<file path="src/rtl/cnn_pkg.sv">
// Shared definitions for the CNN inference pipeline control blocks.
//   state_t    : frame sequencer states
//   IMG_H/W    : image geometry
//   DATA_WIDTH : pixel width, CLASS_W : dense class output width
package cnn_pkg;
  localparam int IMG_H      = 24;
  localparam int IMG_W      = 24;
  localparam int DATA_WIDTH = 8;
  localparam int CLASS_W    = 8;

  typedef enum logic [2:0] {
    IDLE, FETCH, PRES, WAIT_ACK, FLUSH, WAIT_RES, DONE
  } state_t;
endpackage

</file>
<file path="src/rtl/cnn_watchdog.sv">
// Saturating cycle watchdog shared by the row-ack and dense-result waits.
//   clk, resetn : clock, async active-low reset
//   i_clr       : restart the count at zero
//   i_en        : count this cycle
//   i_limit     : cycles allowed; o_expire fires in the last of them
//   o_expire    : combinational expiry while enabled
module cnn_watchdog #(
  parameter int W = 16
) (
  input  logic         clk,
  input  logic         resetn,
  input  logic         i_clr,
  input  logic         i_en,
  input  logic [W-1:0] i_limit,
  output logic         o_expire
);
  logic [W-1:0] r_cnt;

  always_ff @(posedge clk or negedge resetn) begin
    if (!resetn)                  r_cnt <= '0;
    else if (i_clr)               r_cnt <= '0;
    else if (i_en && r_cnt != '1) r_cnt <= r_cnt + W'(1);
  end

  // Count k is held in the (k+1)-th waiting cycle; expiring at limit-1 lets
  // the registered frame_done land exactly limit cycles after entry.
  assign o_expire = i_en && (r_cnt >= i_limit - W'(1));
endmodule

</file>
<file path="src/rtl/cnn_frame_sequencer.sv">
// Frame-level controller: pops image rows from the row FIFO, presents them to
// the first line buffer paced by the conv-1 ack, appends zero flush rows, then
// waits for the dense class result.
//   clk, resetn       : clock, async active-low reset
//   start_i, abort_i  : frame start (IDLE only), synchronous abort
//   fifo_empty_i      : row FIFO empty;  fifo_ren_o : FIFO read strobe
//   row_valid_o       : line buffer valid strobe; row_zero_o : zero-row select
//   row_ack_i         : conv-1 per-row done
//   dense_valid_i/data: dense class result
//   busy_o, result_o, result_valid_o, frame_done_o, err_tmo_o : status
module cnn_frame_sequencer
  import cnn_pkg::*;
#(
  parameter int H          = IMG_H,
  parameter int FLUSH_ROWS = 1,
  parameter int ACK_TMO    = 4096,
  parameter int RES_TMO    = 65535
) (
  input  logic               clk,
  input  logic               resetn,
  input  logic               start_i,
  input  logic               abort_i,
  input  logic               fifo_empty_i,
  output logic               fifo_ren_o,
  output logic               row_valid_o,
  output logic               row_zero_o,
  input  logic               row_ack_i,
  input  logic               dense_valid_i,
  input  logic [CLASS_W-1:0] dense_data_i,
  output logic               busy_o,
  output logic [CLASS_W-1:0] result_o,
  output logic               result_valid_o,
  output logic               frame_done_o,
  output logic               err_tmo_o
);
  localparam int RC_W   = $clog2(H + FLUSH_ROWS + 1);
  localparam int WD_MAX = (ACK_TMO > RES_TMO) ? ACK_TMO : RES_TMO;
  localparam int WD_W   = $clog2(WD_MAX + 1);
  localparam logic [RC_W-1:0] ROWS_IMG = RC_W'(H);
  localparam logic [RC_W-1:0] ROWS_ALL = RC_W'(H + FLUSH_ROWS);

  state_t             r_state, w_state_nxt;
  logic [RC_W-1:0]    r_row_cnt, w_row_cnt_nxt;
  logic               r_ren, r_row_valid, r_row_zero, r_busy;
  logic               r_frame_done, r_result_valid, r_err;
  logic [CLASS_W-1:0] r_result;
  logic               w_ren_nxt, w_valid_nxt, w_zero_nxt, w_done_nxt, w_rv_nxt;
  logic               w_tmo_set, w_err_clr, w_capture;
  logic               w_ack, w_wd_clr, w_wd_en, w_wd_expire;
  logic [WD_W-1:0]    w_wd_limit;

  // An ack coinciding with row_valid_o belongs to no presented row yet.
  assign w_ack      = (r_state == WAIT_ACK) && row_ack_i && !r_row_valid;
  assign w_wd_en    = (r_state == WAIT_ACK) || (r_state == WAIT_RES);
  assign w_wd_limit = (r_state == WAIT_RES) ? WD_W'(RES_TMO) : WD_W'(ACK_TMO);
  assign w_wd_clr   = ((w_state_nxt == WAIT_ACK) && (r_state != WAIT_ACK)) ||
                      ((w_state_nxt == WAIT_RES) && (r_state != WAIT_RES));

  cnn_watchdog #(.W(WD_W)) u_wd (
    .clk      (clk),
    .resetn   (resetn),
    .i_clr    (w_wd_clr),
    .i_en     (w_wd_en),
    .i_limit  (w_wd_limit),
    .o_expire (w_wd_expire)
  );

  always_comb begin
    w_state_nxt   = r_state;
    w_row_cnt_nxt = r_row_cnt;
    w_ren_nxt     = 1'b0;
    w_valid_nxt   = 1'b0;
    w_done_nxt    = 1'b0;
    w_rv_nxt      = 1'b0;
    w_tmo_set     = 1'b0;
    w_err_clr     = 1'b0;
    w_capture     = 1'b0;
    unique case (r_state)
      IDLE: if (start_i) begin
        w_state_nxt   = FETCH;
        w_row_cnt_nxt = '0;
        w_err_clr     = 1'b1;
      end
      FETCH: if (!fifo_empty_i) begin
        w_ren_nxt   = 1'b1;
        w_state_nxt = PRES;
      end
      PRES, FLUSH: begin
        w_valid_nxt = 1'b1;
        w_state_nxt = WAIT_ACK;
      end
      WAIT_ACK: begin
        // A late ack in the expiry cycle still wins.
        if (w_ack) begin
          w_row_cnt_nxt = r_row_cnt + RC_W'(1);
          if (w_row_cnt_nxt < ROWS_IMG)      w_state_nxt = FETCH;
          else if (w_row_cnt_nxt < ROWS_ALL) w_state_nxt = FLUSH;
          else                               w_state_nxt = WAIT_RES;
        end else if (w_wd_expire) begin
          w_tmo_set   = 1'b1;
          w_done_nxt  = 1'b1;
          w_state_nxt = IDLE;
        end
      end
      WAIT_RES: begin
        if (dense_valid_i) begin
          w_capture   = 1'b1;
          w_rv_nxt    = 1'b1;
          w_done_nxt  = 1'b1;
          w_state_nxt = DONE;
        end else if (w_wd_expire) begin
          w_tmo_set   = 1'b1;
          w_done_nxt  = 1'b1;
          w_state_nxt = IDLE;
        end
      end
      DONE:    w_state_nxt = IDLE;
      default: w_state_nxt = IDLE;
    endcase
    // Abort overrides everything; in DONE the frame has already reported.
    if (abort_i && r_state != DONE) begin
      w_state_nxt   = IDLE;
      w_row_cnt_nxt = r_row_cnt;
      w_ren_nxt     = 1'b0;
      w_valid_nxt   = 1'b0;
      w_rv_nxt      = 1'b0;
      w_tmo_set     = 1'b0;
      w_err_clr     = 1'b0;
      w_capture     = 1'b0;
      w_done_nxt    = (r_state != IDLE);
    end
  end

  // Flush rows are those presented once the image rows are exhausted.
  assign w_zero_nxt = ((w_state_nxt == FLUSH) || (w_state_nxt == WAIT_ACK)) &&
                      (w_row_cnt_nxt >= ROWS_IMG);

  always_ff @(posedge clk or negedge resetn) begin
    if (!resetn) begin
      r_state        <= IDLE;
      r_row_cnt      <= '0;
      r_ren          <= 1'b0;
      r_row_valid    <= 1'b0;
      r_row_zero     <= 1'b0;
      r_busy         <= 1'b0;
      r_frame_done   <= 1'b0;
      r_result_valid <= 1'b0;
      r_err          <= 1'b0;
      r_result       <= '0;
    end else begin
      r_state        <= w_state_nxt;
      r_row_cnt      <= w_row_cnt_nxt;
      r_ren          <= w_ren_nxt;
      r_row_valid    <= w_valid_nxt;
      r_row_zero     <= w_zero_nxt;
      r_busy         <= (w_state_nxt != IDLE);
      r_frame_done   <= w_done_nxt;
      r_result_valid <= w_rv_nxt;
      if (w_capture) r_result <= dense_data_i;
      if (w_tmo_set)      r_err <= 1'b1;
      else if (w_err_clr) r_err <= 1'b0;
    end
  end

  assign fifo_ren_o     = r_ren;
  assign row_valid_o    = r_row_valid;
  assign row_zero_o     = r_row_zero;
  assign busy_o         = r_busy;
  assign frame_done_o   = r_frame_done;
  assign result_valid_o = r_result_valid;
  assign result_o       = r_result;
  assign err_tmo_o      = r_err;
endmodule
</file>
<file path="config.mk">
export PLATFORM = sky130hd
export DESIGN_NAME = cnn_frame_sequencer
export DESIGN_NICKNAME = d
export VERILOG_FILES = /design/src/rtl/cnn_pkg.sv /design/src/rtl/cnn_watchdog.sv /design/src/rtl/cnn_frame_sequencer.sv
export SDC_FILE = /design/constraint.sdc
export NUM_CORES = 1
export LEC_CHECK = 0
export BUFFER_PORTS_ARGS = -buffer_cell sky130_fd_sc_hd__buf_4
export CAP_MARGIN = 20
export CORE_ASPECT_RATIO = 1.4
export CORE_MARGIN = 2
export CORE_UTILIZATION = 62
export CTS_BUF_LIST = sky130_fd_sc_hd__clkbuf_16
export DETAILED_ROUTE_END_ITERATION = 12
export PLACE_DENSITY = 0.95
export REMOVE_ABC_BUFFERS = 1
export SETUP_SLACK_MARGIN = 0.2
export SYNTH_ARGS = -nofsm -noshare
export SYNTH_HDL_FRONTEND = slang
export SYNTH_SLANG_ARGS = --single-unit
</file>
<file path="constraint.sdc">
create_clock -name clk -period 3.9 [get_ports clk]
set_input_delay 0.39 -clock clk [delete_from_list [all_inputs] [get_ports clk]]
set_output_delay 0.39 -clock clk [all_outputs]
set_load 0.01 [all_outputs]
</file>
# --- After elaboration in Yosys (flattened, before gate mapping) ---
# Index checks and enable logic that the tools add are counted.
op_classes:
  n_addsub: 3
  magnitude_cmp: 4
  eq_ne: 12
  muxes: 37
  reduce_logical: 18
ops:
  columns: ["cell", "count"]
  rows:
  - ["$mux 16", 3]
  - ["$mux 3", 7]
  - ["$mux 1", 20]
  - ["$add 16x1->16 const B", 1]
  - ["$ge 16x16->1", 1]
  - ["$ne 16x16->1 const B", 1]
  - ["$sub 16x1->16 const B", 1]
  - ["$mux 5", 3]
  - ["$pmux 3 s5", 1]
  - ["$eq 3x3->1 const B", 4]
  - ["$lt 5x5->1 const B", 2]
  - ["$pmux 5 s2", 1]
  - ["$eq 3x2->1 const B", 3]
  - ["$logic_and 1x1->1", 8]
  - ["$ne 3x3->1 const B", 2]
  - ["$reduce_bool 3->1", 2]
  - ["$add 5x1->5 const B", 1]
  - ["$ge 5x5->1 const B", 1]
  - ["$pmux 1 s2", 2]
  - ["$reduce_bool 2->1", 2]
  - ["$eq 3x1->1 const B", 1]
  - ["$logic_not 3->1", 1]
  - ["$logic_or 1x1->1", 3]
  - ["$ne 3x2->1 const B", 1]
  - ["other kinds (2)", 2]
word_totals:
  regBits: 39
  input_bits: 15
  out_inout_bits: 15
  elab_cells: 85

# --- Depth between registers and ports, before layout ---
logic_depth:
  ltp_word: 13
  ltp_mapped: 11

# --- Cells and area by module ---
# Synthesis repeated with hierarchy kept, for this count alone.
unflattened:
  hier_cells: 295
  hier_area_um2: 2772.7
modules_own_cells:
  columns: ["mod", "n_inst", "cells_each", "area_per_inst_um2"]
  rows:
  - ["cnn_watchdog", 1, 169, 1481.4]
  - ["cnn_frame_sequencer", 1, 126, 1291.2]

# --- Worst setup path before layout ---
# Ideal clock, no wire load.
synth_timing:
  path_kind: "reg-to-reg"
  startpoint: "reg r_state[2]"
  endpoint: "reg u_wd.r_cnt[0]"
  setup_ps: 119
  arrival_time_ps: 2523
  required_time_ps: 3781
  path_slack_ps: 1258
  stages_incl_launch_ff: 12
  path_buffers: 2
  period_less_slack_ps: 2642
  path_cell_list: "dfrtp_1 buf_6 nor2b_1 nand2_1 ha_1 a21oi_1 o21ai_0 a22o_2 nand3b_4 a211oi_4 buf_6 nor2_2"
synth_between:
  elab_chain_cells: 13
synth_lines:
  columns: ["item", "line", "text"]
  rows:
  - ["start, declared", "cnn_frame_sequencer.sv:42", "state_t r_state, w_state_nxt;"]
  - ["start signal, assigned", "cnn_frame_sequencer.sv:151", "r_state <= w_state_nxt;"]
  - ["$eq 3x3->1", "cnn_frame_sequencer.sv:54, cnn_frame_sequencer.sv:55, cnn_frame_sequencer.sv:78", null]
  - ["$mux 16", "cnn_frame_sequencer.sv:55", "assign w_wd_limit = (r_state == WAIT_RES) ? WD_W'(RES_TMO) : WD_W'(ACK_TMO);"]
  - ["$sub 16x1->16", "cnn_watchdog.sv:27", "assign o_expire = i_en && (r_cnt >= i_limit - W'(1));"]
  - ["$ge 16x16->1", "cnn_watchdog.sv:27", null]
  - ["$logic_and 1x1->1", "cnn_watchdog.sv:27", null]
  - ["$mux 3", "cnn_frame_sequencer.sv:99, cnn_frame_sequencer.sv:111", null]
  - ["$mux 3, on equally long branches", "cnn_frame_sequencer.sv:106, cnn_frame_sequencer.sv:94", null]
  - ["$pmux 3 s5", "cnn_frame_sequencer.sv:78", "unique case (r_state)"]
  - ["$mux 3", "cnn_frame_sequencer.sv:121", "if (abort_i && r_state != DONE) begin"]
  - ["$eq 3x2->1 or $eq 3x3->1 (tied branches)", "cnn_frame_sequencer.sv:56, cnn_frame_sequencer.sv:57", null]
  - ["$logic_and 1x1->1, on equally long branches", "cnn_frame_sequencer.sv:56, cnn_frame_sequencer.sv:57", null]
  - ["$logic_or 1x1->1", "cnn_frame_sequencer.sv:56", "assign w_wd_clr = ((w_state_nxt == WAIT_ACK) && (r_state != WAIT_ACK)) ||"]
  - ["$mux 16 or $reduce_bool 2->1 (tied branches)", null, null]
  - ["end signal, assigned", "cnn_watchdog.sv:22", "else if (i_en && r_cnt != '1) r_cnt <= r_cnt + W'(1);"]
  - ["end, declared", "cnn_watchdog.sv:17", "logic [W-1:0] r_cnt;"]
# Parallel ways exist; a longest one is shown, timed or not.
# A chain may end at the register's enable or synchronous reset.

# --- Final worst setup path ---
layout_timing:
  startpoint: "reg r_state[2]"
  endpoint: "reg u_wd.r_cnt[12]"
# Same word-level chain as after synthesis.

==> impl_metrics.csv <==
group,metric,value,unit
placement,dp_hpwl,3.64,mm
sta,tns,0,ns
clock_network,numCtsBuffers,5,
placement,place_ws,0.851,ns
logic_synthesis,synth_top_area_cell,"dfrtp_1",
pwr,p_leak,1.26,nW
finish,layout-drive-gt1-share,23.4,%
worst_setup_path,regToRegSetupSlack,0.68,ns
sta,fin_skew,0.00452,ns
clock_network,clk_latency,0.28,ns
logic_synthesis,ys_ff_latch,39,
clock_network,cts_resized,0,
worst_setup_path,crit_fanout,16,
floorplan,design.core.area,0.00361,sq mm
sta,rsz0062_at_grt,"false",
clock_network,cts_tree,"done",
clock_network,clockRootBuffer,"clkbuf_16",
job,cap_violations,0,
logic_synthesis,ys.flop_type,"dfrtp_1",
logic_synthesis,synth.avg_cell_area,9.65,sq um
clock_network,ctsHoldBuffers,0,
finish,final_cell_area,0.00270,sq mm
outcome,status,"finished clean",
placement,placed_area,0.00256,sq mm
floorplan,die_h,76.5,um
finish,diodes,0,
worst_setup_path,crit_arrival,3.40,ns
route,drtIter0Drc,143,
route,drtPass1Iterations,6,
floorplan,rows,26,
sta,timing.final.ws_setup,0.678,ns
placement,place_congestion,0.886,
sta,worst_slew_pin_slew,0.554,ns
finish,fin_nets,295,
route,drc,0,
worst_setup_path,crit_chain,"nor2b_1 -> nand2_1 -> ha_1 -> nand3_1 -> a2111oi_1 -> a22o_2 -> nand3b_4 -> a211oi_4 -> buf_4 -> a211oi_1",
route,wl,5.08,mm
worst_setup_path,max_stage_delay,0.58,ns
floorplan,initial_core_util,64.4,%
worst_setup_path,end_kind,"flip-flop",
sta,post-route-period-util,82.6,%
sta,finalSetupViolCount,0,
logic_synthesis,yosysSeqAreaShare,42.0,%
grt,grt_pass1_vias,1911,
route,drt.antenna.violating_nets,0,
worst_setup_path,critPathKind,"reg2reg",
pwr,power_density,429,mW/mm^2
grt,grt_start_max_net_pins,40,
sta,final_max_slew_viol_count,0,
worst_setup_path,critPathRequiredTime,4.08,ns
worst_setup_path,worst_r2r_endpoint,"u_wd.r_cnt[12]$_DFFE_PN0P_",
hold_path,hold_class,"in2async",
grt,grt_overflow,0,
worst_setup_path,timing.rr.start,"r_state[2]$_DFF_PN0_",
route,route.vias.total,1917,
route,drt-vias-per-instance,6.07,
logic_synthesis,synth_edf_count,0,
logic_synthesis,yosysTopAreaCellShare,42.0,%
logic_synthesis,ys_warn_count,0,
worst_setup_path,reg2reg_depth,10,
logic_synthesis,synthCells,241,
grt,grtUsageTotal,25.7,%
sta,max_freq,310,MHz
floorplan,pin_count,30,
logic_synthesis,async_flop_share,100,%
clock_network,htree_levels,2,
grt,grt_pass1_wl,8.63,mm
floorplan,fp.dieW,55.8,um
sta,finalCriticalPeriod,3.22,ns
clock_network,clock_path_buffers,2,
logic_synthesis,ys_types,57,
sta,relSlewSlack,63.1,%
clock_network,cts.reportedPaths.clkPinSlew,0.06,ns
clock_network,clkSinkCount,39,
clock_network,cts_setup_buffers,0,
sta,finalHoldViolations,0,
logic_synthesis,synthTopCellsByArea,"dfrtp_1, nand2_1, ha_1, xor2_1, nor2_2",
route,post_drt_wl_per_cell,16.1,um
grt,antenna_found_initial,0,
worst_setup_path,crit_path_top_delay_cell,"dfrtp_1",
worst_setup_path,cp-start-kind,"flip-flop",
placement,io_buffers,29,
logic_synthesis,syn_area,0.00233,sq mm
pwr,ir_drop,0.000381,V
finish,synthToLayoutAreaGrowth,16.0,%
floorplan,dieArea,0.00426,sq mm
-- cells in the final DEF (no fill, tap or decap), types with 2 or more instances in the layout --
master | netlist | final
nor2b_1 | 3 | 3
nand2_1 | 45 | 45
clkbuf_16 | 0 | 5
nand3b_4 | 2 | 2
ha_1 | 7 | 7
inv_1 | 5 | 7
buf_4 | 2 | 30
and4_1 | 4 | 4
and2_1 | 2 | 2
xnor2_1 | 5 | 5
o21ai_1 | 2 | 2
nor2_1 | 12 | 12
a211oi_1 | 3 | 3
and3b_1 | 2 | 2
and3_1 | 5 | 5
nand2b_1 | 3 | 3
dfrtp_1 | 39 | 39
nand3_1 | 11 | 11
a21oi_1 | 12 | 12
nor3_1 | 3 | 3
o21ai_0 | 9 | 9
nand4_1 | 8 | 8
xor2_1 | 9 | 9
nor2_2 | 10 | 10
nor3b_1 | 2 | 2
nor4_2 | 3 | 3
-- per-stage QoR --
| step | hold slack (ns) | std cells | power (mW) | utilization, % |
|---|---|---|---|---|
| 5_1_grt | 0.113 | 316 | 1.22 | 74.7 |
| 6_report | 0.0680 | 316 | 1.16 | 74.7 |
| 2_1_floorplan | 0.0944 | 236 | 0.698 | - |
| 3_3_place_gp | 0.389 | 308 | 0.763 | 70.9 |
| 4_1_cts | 0.0900 | 316 | 1.16 | 74.7 |
| 3_5_place_dp | 0.391 | 308 | 0.779 | 70.9 |
-- critical path, delay by kind of cell (launching register included) --
family                   cells  cell delay, ns
AO/OA/AOI/OAI                4            1.09
buffers and inverters        1            0.22
adder cells (fa/ha/maj)      1            0.40
AND/OR/NAND/NOR              4            0.83
flip-flops                   1            0.58
-- registers in the layout, summed over array words and instances, names as in the netlist --
register	cells
row_zero_o	1
err_tmo_o	1
frame_done_o	1
r_row_cnt	5
row_valid_o	1
result_o	8
result_valid_o	1
fifo_ren_o	1
r_state	3
u_wd.r_cnt	16
busy_o	1
-- how the worst max path moves through the flow --
stage	start	endpoint	slack (ns)	cells past startpoint
after floorplan	r_state[1]$_DFF_PN0_	u_wd.r_cnt[10]$_DFFE_PN0P_	1.04	9
after global placement	r_state[1]$_DFF_PN0_	u_wd.r_cnt[12]$_DFFE_PN0P_	1.02	10
after detailed placement	r_state[1]$_DFF_PN0_	u_wd.r_cnt[12]$_DFFE_PN0P_	0.85	10
after CTS	r_state[2]$_DFF_PN0_	u_wd.r_cnt[12]$_DFFE_PN0P_	0.72	10
after global routing	r_state[2]$_DFF_PN0_	u_wd.r_cnt[12]$_DFFE_PN0P_	0.48	10
final	r_state[2]$_DFF_PN0_	u_wd.r_cnt[12]$_DFFE_PN0P_	0.68	10
-- per-layer routing --
layer	GRT usage, %	share of wire (%)	vias up	wire, um
met5	0	0	-	0
met2	46.0	54	61	2750
met1	29.0	39	912	1960
met4	12.2	2.8	0	141
met3	4.58	4.5	14	228
li1	-	-	930	-
-- cells by family (layout without fill, tap and decap cells) --
| logic type | after synthesis | after routing | share of synthesized area, % |
|---|---|---|---|
| adder cells (fa/ha/maj) | 7 | 7 | 3.77 |
| XOR/XNOR | 15 | 15 | 5.97 |
| AND/OR/NAND/NOR | 123 | 123 | 30.5 |
| multiplexers | 2 | 2 | 0.914 |
| AO/OA/AOI/OAI | 43 | 43 | 13.9 |
| buffers and inverters | 12 | 45 | 2.96 |
| flip-flops | 39 | 39 | 42.0 |
-- synthesized netlist by cell type (4+ instances only) --
cell type  count
xor2_1         9
nor2_2        10
and4_1         4
inv_1          5
nor2_1        12
nand2_1       45
nand4_1        8
o21ai_0        9
dfrtp_1       39
a21oi_1       12
xnor2_1        5
and3_1         5
ha_1           7
nand3_1       11
-- final cells by class --
cell class	count	area, sq um
Sequential cell	39	976
Multi-Input combinational cell	190	1280
Clock inverter	3	12.5
Fill cell	245	912
Tap cell	42	52.6
Clock buffer	5	125
Timing Repair Buffer	30	225
Inverter	7	26.3
-- power by group --
group	internal, mW	switching (mW)
registers	0.468	0.0877
logic	0.101	0.120
clock network	0.231	0.150
total	0.799	0.358
Power figures use the tool's default switching activity.
